## config.mk

```make
export PLATFORM = sky130hd
export DESIGN_NAME = fifo_ctrl_flat
export DESIGN_NICKNAME = d
export VERILOG_FILES = /design/src/rtl/fifo_ctrl_if.sv /design/src/rtl/fifo_ctrl.sv /design/src/flat_wrapper.sv
export SDC_FILE = /design/constraint.sdc
export NUM_CORES = 1
export LEC_CHECK = 0
export ABC_AREA = 0
export CORE_MARGIN = 8
export CORE_UTILIZATION = 30
export DETAILED_ROUTE_END_ITERATION = 8
export GPL_ROUTABILITY_DRIVEN = 0
export PLACE_DENSITY = 0.68
export SLEW_MARGIN = 20
export SYNTH_ARGS = -nofsm -noshare
export SYNTH_HDL_FRONTEND = slang
export SYNTH_SLANG_ARGS = --single-unit
```

## constraint.sdc

```tcl
create_clock -name clk -period 2.6 [get_ports clk]
set_clock_uncertainty 0.05 [all_clocks]
set_input_delay 0.26 -clock clk [delete_from_list [all_inputs] [get_ports clk]]
set_output_delay 0.26 -clock clk [all_outputs]
set_load 0.03 [all_outputs]
```

## src/rtl/fifo_ctrl_if.sv

```systemverilog
// fifo_ctrl_if: request/flag bundle between the producer/consumer side, the
// FIFO control block and the storage memory.
//   master : drives push/data_in/pop and the almost thresholds, observes the rest
//   slave  : the FIFO controller; returns memory strobes, occupancy and flags
interface fifo_ctrl_if #(
  parameter int unsigned MEM_WIDTH = 10,
  parameter int unsigned ADDR_W    = 3
);

  // Requests and thresholds
  logic                 push;
  logic [MEM_WIDTH-1:0] data_in;
  logic                 pop;
  logic [ADDR_W:0]      almost_full_th;
  logic [ADDR_W:0]      almost_empty_th;

  // Memory strobes
  logic [MEM_WIDTH-1:0] Fifo_Data_in;
  logic                 write_enable;
  logic [ADDR_W-1:0]    write_addr;
  logic                 read_enable;
  logic [ADDR_W-1:0]    read_addr;

  // Status
  logic                 data_valid;
  logic [ADDR_W:0]      count;
  logic                 full;
  logic                 empty;
  logic                 almost_full;
  logic                 almost_empty;
  logic                 error;

  modport master (
    output push, data_in, pop, almost_full_th, almost_empty_th,
    input  Fifo_Data_in, write_enable, write_addr, read_enable, read_addr,
    input  data_valid, count, full, empty, almost_full, almost_empty, error
  );

  modport slave (
    input  push, data_in, pop, almost_full_th, almost_empty_th,
    output Fifo_Data_in, write_enable, write_addr, read_enable, read_addr,
    output data_valid, count, full, empty, almost_full, almost_empty, error
  );

endinterface

```

## src/rtl/fifo_ctrl.sv

```systemverilog
// fifo_ctrl: control end of the FIFO storage array. Converts push/pop requests
// into memory write/read strobes, owns the read/write pointers, the occupancy
// count, full/empty/almost flags, a sticky overflow/underflow error and a
// data_valid flag aligned with the memory's registered read data.
// Ports:
//   clk    : single clock, all state on posedge
//   reset  : synchronous, active-high; clears pointers, count, error, data_valid
//   bus    : fifo_ctrl_if.slave (requests, thresholds, memory strobes, status)
module fifo_ctrl #(
  parameter int unsigned MEM_WIDTH  = 10,
  parameter int unsigned MEM_LENGHT = 8,
  parameter int unsigned ADDR_W     = 3
) (
  input  logic        clk,
  input  logic        reset,
  fifo_ctrl_if.slave  bus
);

  localparam int unsigned CNT_W = ADDR_W + 1;

  logic [ADDR_W-1:0]    wr_ptr_q, wr_ptr_d;
  logic [ADDR_W-1:0]    rd_ptr_q, rd_ptr_d;
  logic [CNT_W-1:0]     count_q, count_d;
  logic                 data_valid_q, data_valid_d;
  logic                 error_q, error_d;

  logic                 empty_c;
  logic                 full_c;
  logic                 pop_ok_c;
  logic                 push_ok_c;
  logic                 overflow_c;
  logic                 underflow_c;
  logic [MEM_WIDTH-1:0] wdata_c;

  // Acceptance and next-state; a full FIFO still accepts a push when a pop
  // frees a slot in the same cycle, an empty FIFO never bypasses push to pop.
  always_comb begin
    empty_c      = (count_q == '0);
    full_c       = (count_q == CNT_W'(MEM_LENGHT));
    pop_ok_c     = bus.pop & ~empty_c & ~reset;
    push_ok_c    = bus.push & (~full_c | pop_ok_c) & ~reset;
    overflow_c   = bus.push & full_c & ~(bus.pop & ~empty_c);
    underflow_c  = bus.pop & empty_c;

    wr_ptr_d     = wr_ptr_q + ADDR_W'(push_ok_c);
    rd_ptr_d     = rd_ptr_q + ADDR_W'(pop_ok_c);
    count_d      = count_q + CNT_W'(push_ok_c) - CNT_W'(pop_ok_c);
    data_valid_d = pop_ok_c;
    error_d      = error_q | overflow_c | underflow_c;
  end

  // State registers; reset dominates any request in the same cycle
  always_ff @(posedge clk) begin
    if (reset) begin
      wr_ptr_q     <= '0;
      rd_ptr_q     <= '0;
      count_q      <= '0;
      data_valid_q <= 1'b0;
      error_q      <= 1'b0;
    end else begin
      wr_ptr_q     <= wr_ptr_d;
      rd_ptr_q     <= rd_ptr_d;
      count_q      <= count_d;
      data_valid_q <= data_valid_d;
      error_q      <= error_d;
    end
  end

  // Write data passes straight through to the memory
  assign wdata_c          = bus.data_in;
  assign bus.Fifo_Data_in = wdata_c;

  assign bus.write_enable = push_ok_c;
  assign bus.write_addr   = wr_ptr_q;
  assign bus.read_enable  = pop_ok_c;
  assign bus.read_addr    = rd_ptr_q;

  // Flags decode the registered count; thresholds are re-evaluated every cycle
  assign bus.data_valid   = data_valid_q;
  assign bus.count        = count_q;
  assign bus.full         = full_c;
  assign bus.empty        = empty_c;
  assign bus.almost_full  = (count_q >= bus.almost_full_th);
  assign bus.almost_empty = (count_q <= bus.almost_empty_th);
  assign bus.error        = error_q;

endmodule

```

## src/flat_wrapper.sv

```systemverilog
// flat-port wrapper written by rule: the top's interface ports become plain ports
module fifo_ctrl_flat 
#(
  parameter int unsigned MEM_WIDTH  = 10,
  parameter int unsigned MEM_LENGHT = 8,
  parameter int unsigned ADDR_W     = 3
)
  (clk, reset, bus_push, bus_data_in, bus_pop, bus_almost_full_th, bus_almost_empty_th, bus_Fifo_Data_in, bus_write_enable, bus_write_addr, bus_read_enable, bus_read_addr, bus_data_valid, bus_count, bus_full, bus_empty, bus_almost_full, bus_almost_empty, bus_error);
  fifo_ctrl_if #(.MEM_WIDTH(MEM_WIDTH), .ADDR_W(ADDR_W)) bus_i ();
  input  logic clk;
  input  logic reset;
  input wire logic [$bits(bus_i.push)-1:0] bus_push;
  input wire logic [$bits(bus_i.data_in)-1:0] bus_data_in;
  input wire logic [$bits(bus_i.pop)-1:0] bus_pop;
  input wire logic [$bits(bus_i.almost_full_th)-1:0] bus_almost_full_th;
  input wire logic [$bits(bus_i.almost_empty_th)-1:0] bus_almost_empty_th;
  output wire logic [$bits(bus_i.Fifo_Data_in)-1:0] bus_Fifo_Data_in;
  output wire logic [$bits(bus_i.write_enable)-1:0] bus_write_enable;
  output wire logic [$bits(bus_i.write_addr)-1:0] bus_write_addr;
  output wire logic [$bits(bus_i.read_enable)-1:0] bus_read_enable;
  output wire logic [$bits(bus_i.read_addr)-1:0] bus_read_addr;
  output wire logic [$bits(bus_i.data_valid)-1:0] bus_data_valid;
  output wire logic [$bits(bus_i.count)-1:0] bus_count;
  output wire logic [$bits(bus_i.full)-1:0] bus_full;
  output wire logic [$bits(bus_i.empty)-1:0] bus_empty;
  output wire logic [$bits(bus_i.almost_full)-1:0] bus_almost_full;
  output wire logic [$bits(bus_i.almost_empty)-1:0] bus_almost_empty;
  output wire logic [$bits(bus_i.error)-1:0] bus_error;
  assign bus_i.push = bus_push;
  assign bus_i.data_in = bus_data_in;
  assign bus_i.pop = bus_pop;
  assign bus_i.almost_full_th = bus_almost_full_th;
  assign bus_i.almost_empty_th = bus_almost_empty_th;
  assign bus_Fifo_Data_in = bus_i.Fifo_Data_in;
  assign bus_write_enable = bus_i.write_enable;
  assign bus_write_addr = bus_i.write_addr;
  assign bus_read_enable = bus_i.read_enable;
  assign bus_read_addr = bus_i.read_addr;
  assign bus_data_valid = bus_i.data_valid;
  assign bus_count = bus_i.count;
  assign bus_full = bus_i.full;
  assign bus_empty = bus_i.empty;
  assign bus_almost_full = bus_i.almost_full;
  assign bus_almost_empty = bus_i.almost_empty;
  assign bus_error = bus_i.error;
  fifo_ctrl #(.MEM_WIDTH(MEM_WIDTH), .MEM_LENGHT(MEM_LENGHT), .ADDR_W(ADDR_W)) u_core (.clk(clk), .reset(reset), .bus(bus_i));
endmodule
```

* Word-level counts from Yosys, hierarchy flattened *
Cells that the tools add are included.

word-level totals
  bits in read-only memories = 0
  word-level logic and storage cells = 27
  bits in latches = 0
  register bits = 12
  output and inout port bits = 28
  memories kept = 0
  input bits = 22
  bits in writable memories = 0

cells by class
  multiply operators = 0
  shift-type cells = 0
  bitwise gates (word level) = 14
  eq/ne operators = 1
  order comparisons = 2
  reduce and logical (&&, ||, !) cells = 1
  add/sub/neg operators = 4
  divide/modulo/power cells = 0
  mux-type cells = 0

operators with widths
  operator                               count
  bitwise AND 1 bit                      7
  adder 3 x 1 -> 3 bit                   2
  adder 4 x 1 -> 4 bit                   1
  == test 4 bit (second input constant)  1
  >= comparator 4 bit                    1
  <= comparator 4 bit                    1
  zero test 4 bit                        1
  inverter 1 bit                         4
  subtractor 4 x 1 -> 4 bit              1
  bitwise OR 1 bit                       3

* Longest topological paths before layout *
  depth after elaboration = 9
  mapped depth = 12

* Worst setup path after synthesis *
OpenSTA, ideal clock, no wires.

  path kind = flip-flop to flip-flop
  start = register u_core.count_q[2] (netlist: u_core.bus.count[2])
  end = register u_core.count_q[2] (netlist: u_core.bus.count[2])
  clock period less this slack = 2.980 ns
  setup slack = -0.380 ns
  arrival = 2.803 ns
  setup time = 0.128 ns
  cell stages (with the launch flop) = 13
  cell sequence = dfxtp_1 > inv_1 > ha_1 > and2_4 > nand2b_4 > nor2_1 > ha_1 > inv_1 > ha_1 > inv_1 > fa_1 > xor2_1 > nor2_1

between the ends
  longest elaborated chain between the ends = 9
  elaborated cells between the ends (all ways) = 11
  classes of those cells = add/sub (2); eq/ne (1); bitwise (7); reduce/logical (1)

RTL lines
  item                                RTL line            RTL
  start: declaration                  fifo_ctrl.sv:23     logic [CNT_W-1:0] count_q, count_d;
  start signal: assignment            fifo_ctrl.sv:63     count_q <= count_d;
  zero test 4 bit (*)                 fifo_ctrl.sv:38     empty_c = (count_q == '0);
  via bus_empty                       flat_wrapper.sv:25  output wire logic [$bits(bus_i.empty)-1:0] bus_empty;
  inverter 1 bit (*)                  fifo_ctrl.sv:40     pop_ok_c = bus.pop & ~empty_c & ~reset;
  bitwise AND 1 bit (*) (2 in a row)  fifo_ctrl.sv:40
  via bus_read_enable                 flat_wrapper.sv:20  output wire logic [$bits(bus_i.read_enable)-1:0] bus_read_enable;
  bitwise OR 1 bit                    fifo_ctrl.sv:41     push_ok_c = bus.push & (~full_c | pop_ok_c) & ~reset;
  bitwise AND 1 bit (2 in a row)      fifo_ctrl.sv:41
  adder 4 x 1 -> 4 bit                fifo_ctrl.sv:47     count_d = count_q + CNT_W'(push_ok_c) - CNT_W'(pop_ok_c);
  subtractor 4 x 1 -> 4 bit (*)       fifo_ctrl.sv:47

The timed path passes the listed nets; every way through them passes the cells marked *.
A chain may end at the register's enable or synchronous reset.

* Final worst setup path *
  start = register u_core.count_q[2] (netlist: u_core.bus.count[2])
  end = output port bus_write_enable

between the ends
  longest elaborated chain between the ends = 7
  elaborated cells between the ends (all ways) = 9
  classes of those cells = eq/ne (1); bitwise (7); reduce/logical (1)

RTL lines
  item                                RTL line            RTL
  zero test 4 bit                     fifo_ctrl.sv:38
  inverter 1 bit                      fifo_ctrl.sv:40
  bitwise AND 1 bit (2 in a row)      fifo_ctrl.sv:40
  bitwise OR 1 bit (*)                fifo_ctrl.sv:41
  bitwise AND 1 bit (*) (2 in a row)  fifo_ctrl.sv:41
  end: declaration                    flat_wrapper.sv:18  output wire logic [$bits(bus_i.write_enable)-1:0] bus_write_enable;

Every way passes the cells marked *; elsewhere a longest branch is shown, timed or not.

==> results.cfg <==
[outcome]
status = completed

[sta]
finalSetupViolations = 0
timing.final.hold_violations = 0
rsz0062_at_grt = false
fmax_mhz = 409
worstMarginPinSlew_ns = 0.331
relSlewSlack_pct = 77.8
hold_ws_ns = 0.464
finalMaxSlewViolations = 0
finalCritPeriodShare_pct = 94.1
layout_min_cycle_time_ns = 2.45
tns_ns = 0

[finish]
n_antenna_cell = 0
final_cell_mix = clkdlybuf4s50_1 (29), ha_1 (17), inv_1 (15), dfxtp_1 (10)
final_common_cell = clkdlybuf4s50_1
drive_above_1_share_pct = 14.8
layout.nets = 165
area_growth_pct = 40.2

[die]
coreArea_um2 = 2710
die_h_um = 69.1
rows = 19
die_x_um = 69.1
fp.dieArea_um2 = 4770
initial_utilization_pct = 31.2
boundaryPins = 50

[detailed_routing]
dr_total_vias = 674
first_pass_iters = 2
antenna_left = 0
drc = 0
wl_per_cell_um = 12.8
drtIter0Drc = 8
totalWireLength_um = 1960
vias_per_cell = 4.41

[yosys]
netlist_instances = 95
synthAdderAreaFrac_pct = 29.0
ys_seq_elements = 12
synth_cell_type_count = 21
synth_mux_area_share_pct = 0
synth_top_family_by_area = adder cells
seq_area_frac_synth_pct = 28.4
syn_nets = 136
synth_xor_area_share_pct = 4.14
ys_warn_count = 0
synth_compound_area_share_pct = 8.73
synthSimpleGateAreaFrac_pct = 13.8
avgSynthCellArea_um2 = 8.90
synth_area_um2 = 846

[placement]
post-dp-hpwl_um = 1750
port_buffers = 29

[worst_setup_path]
ff2ff_setup_slack_ns = 0.17
reg2reg_to = u_core.bus.count[1]$_SDFF_PP0_
start_kind = register
critical_path_class = register to output pin
crit_required_ns = 2.29
cp_max_fo = 4
setup.worst_path.end_class = output pin
crit_arrival_ns = 2.14
critPathLaunch = u_core.bus.count[2]$_SDFF_PP0_
reg2reg_depth = 11
cp-endpoint = bus_write_enable
reg2reg_from = u_core.bus.count[2]$_SDFF_PP0_

[power_and_ir_drop]
power_density_nw_per_um2 = 944
ir_drop_mv = 0.520
p_leak_uw = 0.000552

[grt]
grt_pass1_vias = 709
grt_use_total_pct = 8.41
grt_first_pass_wirelength_um = 3400
overflow = 0
antenna_found_initial = 0
grt_max_degree = 8

[clock_tree]
htree_levels = 1
clk_latency_ns = 0.26
cts.sinks = 12
cts.clk_slew.worst_paths_ns = 0.07
root_buffer = clkbuf_4
cts_tree = built
clockBufferDepth = 2
tritoncts.num_buffers = 3

[min_path]
hp-start = u_core.bus.write_addr[2]$_SDFF_PP0_
hp-class = register to register
hold_depth = 2

[flow_run]
cap_violations = 0
-- metal layers --
metal / wire length, µm / vias up / GRT usage [%]
li1: - / 346 / -
met1: 708 / 305 / 7.79
met2: 1050 / 21 / 15.2
met3: 191 / 2 / 5.29
met4: 14 / 0 / 1.82
met5: 0 / - / 0
-- worst max-delay path, stage by stage, from the launching register on --
cell and delay (ns):
dfxtp_2 0.32, inv_1 0.07, ha_1 0.20, and2_4 0.14
nand2b_4 0.16, a211oi_2 0.26, clkdlybuf4s50_1 0.71
-- cell families (layout without fill, tap and decap cells) --
family                   count (synthesis)  count (layout)
buffers and inverters                   26              53
flip-flops                              12              12
AO/OA/AOI/OAI                           13              13
XOR/XNOR                                 4               4
AND/OR/NAND/NOR                         21              21
adder cells (fa/ha/maj)                 19              19
-- where the power goes --
group          switching [µW]  internal, µW
clock network            55.2          53.5
logic                     408           354
registers                18.7           231
-- per-stage QoR --
stage / total power (µW) / area (µm²) / utilization (%) / std cells / setup slack (ns)
6_report: 1120 / 1190 / 43.8 / 153 / 0.153
5_1_grt: 1230 / 1190 / 43.8 / 153 / 0.0373
4_1_cts: 1120 / 1160 / 42.9 / 151 / 0.0636
3_5_place_dp: 1000 / 1140 / 42.1 / 148 / 0.0694
3_3_place_gp: 985 / 1140 / 42.1 / 148 / 0.149
2_1_floorplan: 760 / 861 / - / 95 / -0.0376
-- cells in the mapped netlist --
master	n	area, µm²
ha_1	18	225
inv_1	15	56.3
dfxtp_1	12	240
buf_4	10	75.1
nor2_1	8	30.0
a21oi_1	7	35.0
nor2b_1	5	31.3
nand2_1	3	11.3
o21ai_0	3	15.0
xnor2_1	3	26.3
a211o_1	1	8.76
a211oi_1	1	7.51
a21o_1	1	7.51
and2_2	1	7.51
and2_4	1	8.76
clkbuf_1	1	3.75
fa_1	1	20.0
nand2b_1	1	6.26
nand2b_4	1	13.8
nand3b_1	1	7.51
xor2_1	1	8.76
-- repair_timing --
item	in CTS	in global routing
endpoints found under the setup margin	0	3
hold buffers	0	0
resized for setup	0	3
buffers inserted	0	2
-- sequential cells by signal, indices dropped and copies added (netlist names) --
signal and flops:
u_core.bus.data_valid 1, u_core.bus.write_addr 3, u_core.bus.count 4, u_core.bus.error 1
u_core.bus.read_addr 3
-- worst min-delay path by stage --
stage                                          end
2_1_floorplan       u_core.bus.count[0]$_SDFF_PP0_
4_1_cts                        bus_Fifo_Data_in[3]
3_3_place_gp   u_core.bus.write_addr[2]$_SDFF_PP0_
3_5_place_dp   u_core.bus.write_addr[2]$_SDFF_PP0_
6_report       u_core.bus.write_addr[2]$_SDFF_PP0_
5_1_grt                        bus_Fifo_Data_in[3]
-- cell type report --
class	instances	area [µm²]
fill	280	1520
multi-input combinational	57	488
timing repair buffer	35	335
sequential	12	245
inverter	15	56.3
tap	31	38.8
clock buffer	3	22.5
(Power assumes the default switching activity.)
